### src/rtl/moving_average_pkg.sv
// Shared constants and helpers for the multi-channel moving-average filter.
// sat() works on a wide signed value and clamps it to a DATA_W-bit signed range.
package moving_average_pkg;

    localparam int DEF_DATA_W  = 32;
    localparam int DEF_DEPTH   = 74;
    localparam int DEF_SCALE_W = 24;
    localparam int DEF_SCALE   = 113359;
    localparam int DEF_SHIFT   = 23;
    localparam int SAT_W       = 128;

    function automatic int clog2(input int v);
        int r;
        r = 0;
        while ((64'd1 << r) < 64'(v)) r++;
        return r;
    endfunction

    function automatic logic signed [SAT_W-1:0] sat(input logic signed [SAT_W-1:0] x, input int w);
        logic signed [SAT_W-1:0] hi;
        logic signed [SAT_W-1:0] lo;
        hi = $signed((SAT_W'(1) << (w - 1)) - SAT_W'(1));
        lo = ~hi;
        if (x > hi)
            return hi;
        else if (x < lo)
            return lo;
        else
            return x;
    endfunction

endpackage

### src/rtl/axis_moving_average_mc_delay_line.sv
// Circular sample buffer addressed as {slot, ch} with asynchronous read.
// Owns the slot pointer and per-channel fill counters; reports 0 until a channel's window is full.
module ma_delay_line
    import moving_average_pkg::*;
#(
    parameter int DATA_W = DEF_DATA_W,
    parameter int DEPTH  = DEF_DEPTH,
    parameter int NUM_CH = 1,
    parameter int CH_W   = 1
) (
    input  logic                     clk,
    input  logic                     rst,
    input  logic                     i_we,
    input  logic                     i_last,
    input  logic [CH_W-1:0]          i_ch,
    input  logic signed [DATA_W-1:0] i_data,
    output logic signed [DATA_W-1:0] o_old
);

    localparam int WORDS  = DEPTH * NUM_CH;
    localparam int ADDR_W = (clog2(WORDS) > 0) ? clog2(WORDS) : 1;
    localparam int SLOT_W = (clog2(DEPTH) > 0) ? clog2(DEPTH) : 1;
    localparam int FILL_W = clog2(DEPTH + 1);

    logic signed [DATA_W-1:0] r_mem [WORDS];
    logic [SLOT_W-1:0]        r_slot;
    logic [FILL_W-1:0]        r_fill [NUM_CH];
    logic [ADDR_W-1:0]        w_addr;
    logic                     w_full;

    assign w_addr = ADDR_W'(r_slot) * ADDR_W'(NUM_CH) + ADDR_W'(i_ch);
    assign w_full = (r_fill[i_ch] == FILL_W'(DEPTH));
    // Read-before-write: the word leaving the window is seen in the same cycle it is overwritten.
    assign o_old  = w_full ? r_mem[w_addr] : '0;

    always_ff @(posedge clk) begin
        if (i_we)
            r_mem[w_addr] <= i_data;
    end

    always_ff @(posedge clk or posedge rst) begin
        if (rst) begin
            r_slot <= '0;
        end else if (i_we && i_last) begin
            r_slot <= (r_slot == SLOT_W'(DEPTH - 1)) ? '0 : r_slot + 1'b1;
        end
    end

    always_ff @(posedge clk or posedge rst) begin
        if (rst) begin
            for (int i = 0; i < NUM_CH; i++)
                r_fill[i] <= '0;
        end else begin
            for (int i = 0; i < NUM_CH; i++)
                if (i_we && (i_ch == CH_W'(i)) && (r_fill[i] != FILL_W'(DEPTH)))
                    r_fill[i] <= r_fill[i] + 1'b1;
        end
    end

endmodule

### src/rtl/axis_moving_average_mc.sv
// AXI4-Stream multi-channel moving average: accumulate, multiply by 1/DEPTH, round and saturate.
// Three stages share one enable so backpressure freezes the whole pipeline.
module axis_moving_average_mc
    import moving_average_pkg::*;
#(
    parameter int DATA_W  = DEF_DATA_W,
    parameter int DEPTH   = DEF_DEPTH,
    parameter int NUM_CH  = 1,
    parameter int SCALE_W = DEF_SCALE_W,
    parameter int SCALE   = DEF_SCALE,
    parameter int SHIFT   = DEF_SHIFT,
    localparam int CH_W   = (NUM_CH > 1) ? clog2(NUM_CH) : 1
) (
    input  logic                     clk,
    input  logic                     rst,
    input  logic                     s_axis_tvalid,
    output logic                     s_axis_tready,
    input  logic signed [DATA_W-1:0] s_axis_tdata,
    output logic                     m_axis_tvalid,
    input  logic                     m_axis_tready,
    output logic signed [DATA_W-1:0] m_axis_tdata,
    output logic [CH_W-1:0]          m_axis_tuser
);

    localparam int ACC_W  = DATA_W + clog2(DEPTH);
    localparam int PROD_W = ACC_W + SCALE_W + 1;
    localparam logic signed [PROD_W-1:0] ROUND_C = PROD_W'(1) <<< (SHIFT - 1);

    logic                     w_en;
    logic                     w_accept;
    logic                     w_last;
    logic signed [DATA_W-1:0] w_old;
    logic signed [ACC_W-1:0]  w_acc_next;
    logic signed [PROD_W-1:0] w_acc_ext;
    logic signed [PROD_W-1:0] w_scale_ext;
    logic signed [PROD_W-1:0] w_prod;
    logic signed [PROD_W-1:0] w_sum;
    logic signed [PROD_W-1:0] w_round;

    logic [CH_W-1:0]          r_ch;
    logic signed [ACC_W-1:0]  r_acc [NUM_CH];

    logic                     r_s0_valid;
    logic [CH_W-1:0]          r_s0_ch;
    logic signed [ACC_W-1:0]  r_s0_acc;
    logic                     r_s1_valid;
    logic [CH_W-1:0]          r_s1_ch;
    logic signed [PROD_W-1:0] r_s1_prod;
    logic                     r_s2_valid;
    logic [CH_W-1:0]          r_s2_ch;
    logic signed [DATA_W-1:0] r_s2_data;

    assign w_en          = !r_s2_valid || m_axis_tready;
    assign w_accept      = s_axis_tvalid && w_en;
    assign w_last        = (r_ch == CH_W'(NUM_CH - 1));
    assign s_axis_tready = w_en;
    assign m_axis_tvalid = r_s2_valid;
    assign m_axis_tdata  = r_s2_data;
    assign m_axis_tuser  = r_s2_ch;

    ma_delay_line #(
        .DATA_W (DATA_W),
        .DEPTH  (DEPTH),
        .NUM_CH (NUM_CH),
        .CH_W   (CH_W)
    ) u_delay_line (
        .clk    (clk),
        .rst    (rst),
        .i_we   (w_accept),
        .i_last (w_last),
        .i_ch   (r_ch),
        .i_data (s_axis_tdata),
        .o_old  (w_old)
    );

    assign w_acc_next = r_acc[r_ch]
                      + {{(ACC_W - DATA_W){s_axis_tdata[DATA_W-1]}}, s_axis_tdata}
                      - {{(ACC_W - DATA_W){w_old[DATA_W-1]}}, w_old};

    assign w_acc_ext   = {{(PROD_W - ACC_W){r_s0_acc[ACC_W-1]}}, r_s0_acc};
    assign w_scale_ext = {{(PROD_W - SCALE_W){1'b0}}, SCALE_W'(SCALE)};
    assign w_prod      = w_acc_ext * w_scale_ext;
    assign w_sum       = r_s1_prod + ROUND_C;
    assign w_round     = w_sum >>> SHIFT;

    always_ff @(posedge clk or posedge rst) begin
        if (rst) begin
            r_ch <= '0;
            for (int i = 0; i < NUM_CH; i++)
                r_acc[i] <= '0;
        end else if (w_accept) begin
            r_ch <= w_last ? '0 : r_ch + 1'b1;
            for (int i = 0; i < NUM_CH; i++)
                if (r_ch == CH_W'(i))
                    r_acc[i] <= w_acc_next;
        end
    end

    always_ff @(posedge clk or posedge rst) begin
        if (rst) begin
            r_s0_valid <= 1'b0;
            r_s0_ch    <= '0;
            r_s0_acc   <= '0;
            r_s1_valid <= 1'b0;
            r_s1_ch    <= '0;
            r_s1_prod  <= '0;
            r_s2_valid <= 1'b0;
            r_s2_ch    <= '0;
            r_s2_data  <= '0;
        end else if (w_en) begin
            r_s0_valid <= s_axis_tvalid;
            if (s_axis_tvalid) begin
                r_s0_ch  <= r_ch;
                r_s0_acc <= w_acc_next;
            end
            r_s1_valid <= r_s0_valid;
            r_s1_ch    <= r_s0_ch;
            r_s1_prod  <= w_prod;
            r_s2_valid <= r_s1_valid;
            r_s2_ch    <= r_s1_ch;
            r_s2_data  <= DATA_W'(sat({{(SAT_W - PROD_W){w_round[PROD_W-1]}}, w_round}, DATA_W));
        end
    end

endmodule

### config.mk
export PLATFORM = sky130hd
export DESIGN_NAME = axis_moving_average_mc
export DESIGN_NICKNAME = d
export VERILOG_FILES = /design/src/rtl/moving_average_pkg.sv /design/src/rtl/axis_moving_average_mc_delay_line.sv /design/src/rtl/axis_moving_average_mc.sv
export SDC_FILE = /design/constraint.sdc
export NUM_CORES = 2
export LEC_CHECK = 0
export BUFFER_PORTS_ARGS = -buffer_cell sky130_fd_sc_hd__buf_4
export CORE_ASPECT_RATIO = 0.6
export CORE_MARGIN = 2
export CORE_UTILIZATION = 60
export CTS_BUF_LIST = sky130_fd_sc_hd__clkbuf_8
export DETAILED_ROUTE_END_ITERATION = 6
export GPL_TIMING_DRIVEN = 0
export PLACE_DENSITY_LB_ADDON = 0.3
export SYNTH_ARGS = -nofsm -noshare
export SYNTH_HDL_FRONTEND = slang
export SYNTH_SLANG_ARGS = --single-unit
### constraint.sdc
create_clock -name clk -period 7.33 [get_ports clk]
set_input_delay 1.466 -clock clk [delete_from_list [all_inputs] [get_ports clk]]
set_output_delay 1.466 -clock clk [all_outputs]
set_load 0.05 [all_outputs]
==> summary.txt <==
Finish
  – Fin area: 123000 µm²
  – # fillers: 12.0k
  – Nets@finish: 8348
  – Reg area: 74200 µm²
  – Layout area overhead: 12.0%
  – Layout cells sized above 1: 13.3%
  – Multi-input gate area: 32100 µm²

CTS
  – Worst skew pair latency: 1.02 ns
  – Root buffer cell: clkbuf_8
  – Reg clk slew, reported paths: 0.07 ns
  – CTS tree: built
  – Sink Count: 2491
  – CTS Buffer Depth: 4
  – Cts hold-fix bufs: 0
  – Num CTS Buffers: 350
  – CTS H-tree depth: 5

STA
  – Final setup fails: 8
  – RSZ-0062 raised after global routing: yes
  – Setup Skew: 0.0904 ns
  – Actual slew at the worst max-slew pin: 1.63 ns
  – Max Slew Vio Count: 31
  – Fmax: 129 MHz
  – Final Cycle Share: 106%
  – Final hold violation count: 0
  – Worst setup margin: -0.410 ns
  – Slew HR: -8.78%
  – Final hold slack: 0.469 ns
  – Fin crit period: 7.74 ns

Setup path
  – Critical Path RT: 8.21 ns
  – Delay-heaviest family, CP: compound AO/OA/AOI/OAI gates
  – CP endpoint: r_acc[38]
  – Worst reg2reg path startpoint: u_delay_line.r_slot[1]
  – CP Class: reg -> reg
  – CP max-delay cell: clkbuf_2
  – Flop-to-flop setup slack: -0.41 ns
  – Crit-path max FO: 10
  – Reg-to-reg critical path endpoint: r_acc[38]
  – Startpoint type of the worst setup path: flop
  – WP data arrival: 8.62 ns
  – Critical path depth in cells: 27
  – Worst Setup End Kind: flop
  – CP startpoint: u_delay_line.r_slot[1]
  – R2R cell count: 27
  – Worst stage delay on the critical path: 0.75 ns
  – CP bufs+invs: 6

Synth
  – YS warnings: 0
  – Post-Synth Simple-Gate Area: 3.93%
  – Synth Register Bits: 2491
  – Synth Area in Compound Gates: 11.3%
  – Asr flop ratio synth: 4.94%
  – Post-Syn Area: 110000 µm²
  – Post-synthesis adder-cell area fraction: 10.6%
  – Largest family of logic cells by synthesized area: compound AO/OA/AOI/OAI gates
  – Post-Synth XOR/XNOR Area: 0.934%
  – Syn Nets: 7833
  – Mux contribution to synthesized area: 1.62%
  – Commonest cells post-synth: 2368 x edfxtp_1, 816 x a22oi_1, 749 x inv_1
  – Top-area cell type share of the netlist area: 64.8%
  – EDFF count, synth: 2368
  – Main synth FF type: edfxtp_1
  – Syn Inst Count: 7110
  – Most numerous cell in the Yosys netlist: edfxtp_1
  – Average cell area after synthesis: 15.4 µm²
  – Synth area leader: edfxtp_1
  – Sequential fraction of the synthesis area: 67.6%
  – Cell variety after synth: 83
  – Synth area leaders: edfxtp_1 65%, fa_1 7.5%, a22oi_1 5.6%

Place
  – Hpwl dp: 258 mm
  – Gpl congestion: 1.16
  – IO buf count: 69
  – Placed Area: 116000 µm²

Drt
  – Drt first pass iters: 7
  – Vias/cell: 7.09
  – # DRC: 44
  – Per-cell routed wire length: 36.6 µm
  – Detail Route Antenna Nets: 0
  – Initial DRC count: 15.9k
  – DR vias: 73.1k
  – Overall routed net length: 377 mm

Min path
  – Min-Delay Path Class: reg -> reg

Global routing
  – Global-route wire length before repair: 514 mm
  – Initial antenna violation count: 32
  – Vias in the first global route: 67.1k
  – Tot GR Track Use: 40.1%
  – Largest net degree at the start of global routing: 77
  – GRT Residual Overflow: 0

Floorplanning
  – Die X: 556 µm
  – Initial core utilization: 60.4%
  – IO Pins: 71
  – Site row count: 121
  – Die area: 186000 µm²
  – Die Y: 335 µm
  – Core Box Area: 182000 µm²

Run
  – Maxcap violations: 3

Outcome
  – Status: finished, violations left
  – Violated checks: design-rule violations, max-capacitance violations, max-slew violations, negative setup slack
==> kinds of logic after synthesis <==
kind of cell             Yosys count
XOR/XNOR                         117
multiplexers                     128
other                              1
AND/OR/NAND/NOR                  883
AO/OA/AOI/OAI                   1683
buffers and inverters           1119
flip-flops                      2491
adder cells (fa/ha/maj)          688
==> registers in the layout, indices dropped and copies added (netlist names) <==
| signal | flops |
|---|---|
| r_s1_prod | 35 |
| u_delay_line.r_slot | 7 |
| u_delay_line.r_mem | 2368 |
| m_axis_tvalid | 1 |
| r_acc | 39 |
| r_s0_valid | 1 |
| m_axis_tdata | 32 |
| r_s1_valid | 1 |
| u_delay_line.r_fill | 7 |
==> layer usage <==
| metal | global-route usage (%) | routed length (µm) |
|---|---|---|
| met1 | 57.6 | 139000 |
| met2 | 46.9 | 134000 |
| met5 | 5.04 | 1820 |
| met4 | 10.9 | 13200 |
| met3 | 28.8 | 88600 |
==> final cells by class <==
type	instances	share of cell area, %
tap	2398	2.44
clock buffer	364	4.08
clock inverter	242	0.978
antenna	23	0.0468
sequential	2491	60.4
timing repair buffer	165	1.97
multi-input combinational	3500	26.1
buffer	367	1.71
inverter	750	2.30
==> metrics by stage <==
stage	instances	setup WS (ns)	TNS, ns	utilization [%]
3_3_place_gp	9577	-1.79	-251.78	62.4
3_5_place_dp	9662	-1.81	-34.05	63.7
2_1_floorplan	7110	1.42	0	-
6_report	10300	-0.410	-1.43	67.7
4_1_cts	10300	0.00426	0	67.5
5_1_grt	10300	-0.230	-0.599	67.7
==> worst min path at each step <==
stage               start  cells after the start  slack (ns)            end
2_1_floorplan  r_s1_valid                      2        0.43     r_s1_valid
3_3_place_gp   r_s1_valid                      2        0.44     r_s1_valid
3_5_place_dp   r_s1_valid                      1        0.45  m_axis_tvalid
4_1_cts        r_s1_valid                      1        0.46  m_axis_tvalid
5_1_grt        r_s0_valid                      2        0.50     r_s1_valid
6_report       r_s1_valid                      1        0.47  m_axis_tvalid
==> what timing repair did <==
item                       in CTS  in global routing
pin swaps                      14                 22
setup endpoints to repair      35                 24
setup buffers                   7                  4
gates resized for setup       311                128
==> placed cells by master (no fill, tap or decap), types with 14 or more instances in the layout <==
cell type / count
edfxtp_1: 2368
inv_1: 853
a22oi_1: 814
fa_1: 409
clkbuf_8: 366
ha_1: 278
nand4_1: 253
nor2_1: 216
a21oi_1: 200
nand2_1: 179
buf_4: 150
a22o_1: 120
a221oi_1: 119
clkbuf_1: 117
dfrtp_1: 116
o21ai_0: 106
clkinv_1: 87
nor2_4: 83
xnor2_1: 70
mux2i_1: 66
clkbuf_2: 58
buf_2: 57
buf_12: 52
a21o_1: 50
o211ai_1: 50
xor2_1: 45
a311o_1: 40
nand3_1: 39
mux4_2: 37
clkbuf_4: 29
clkinv_2: 29
buf_16: 27
nor3_1: 25
mux2_2: 25
diode_2: 23
o21bai_1: 20
buf_1: 15
buf_6: 14
Power is not shown: default switching activity piles up to over one toggle a cycle in this logic, so the estimate is an artifact.
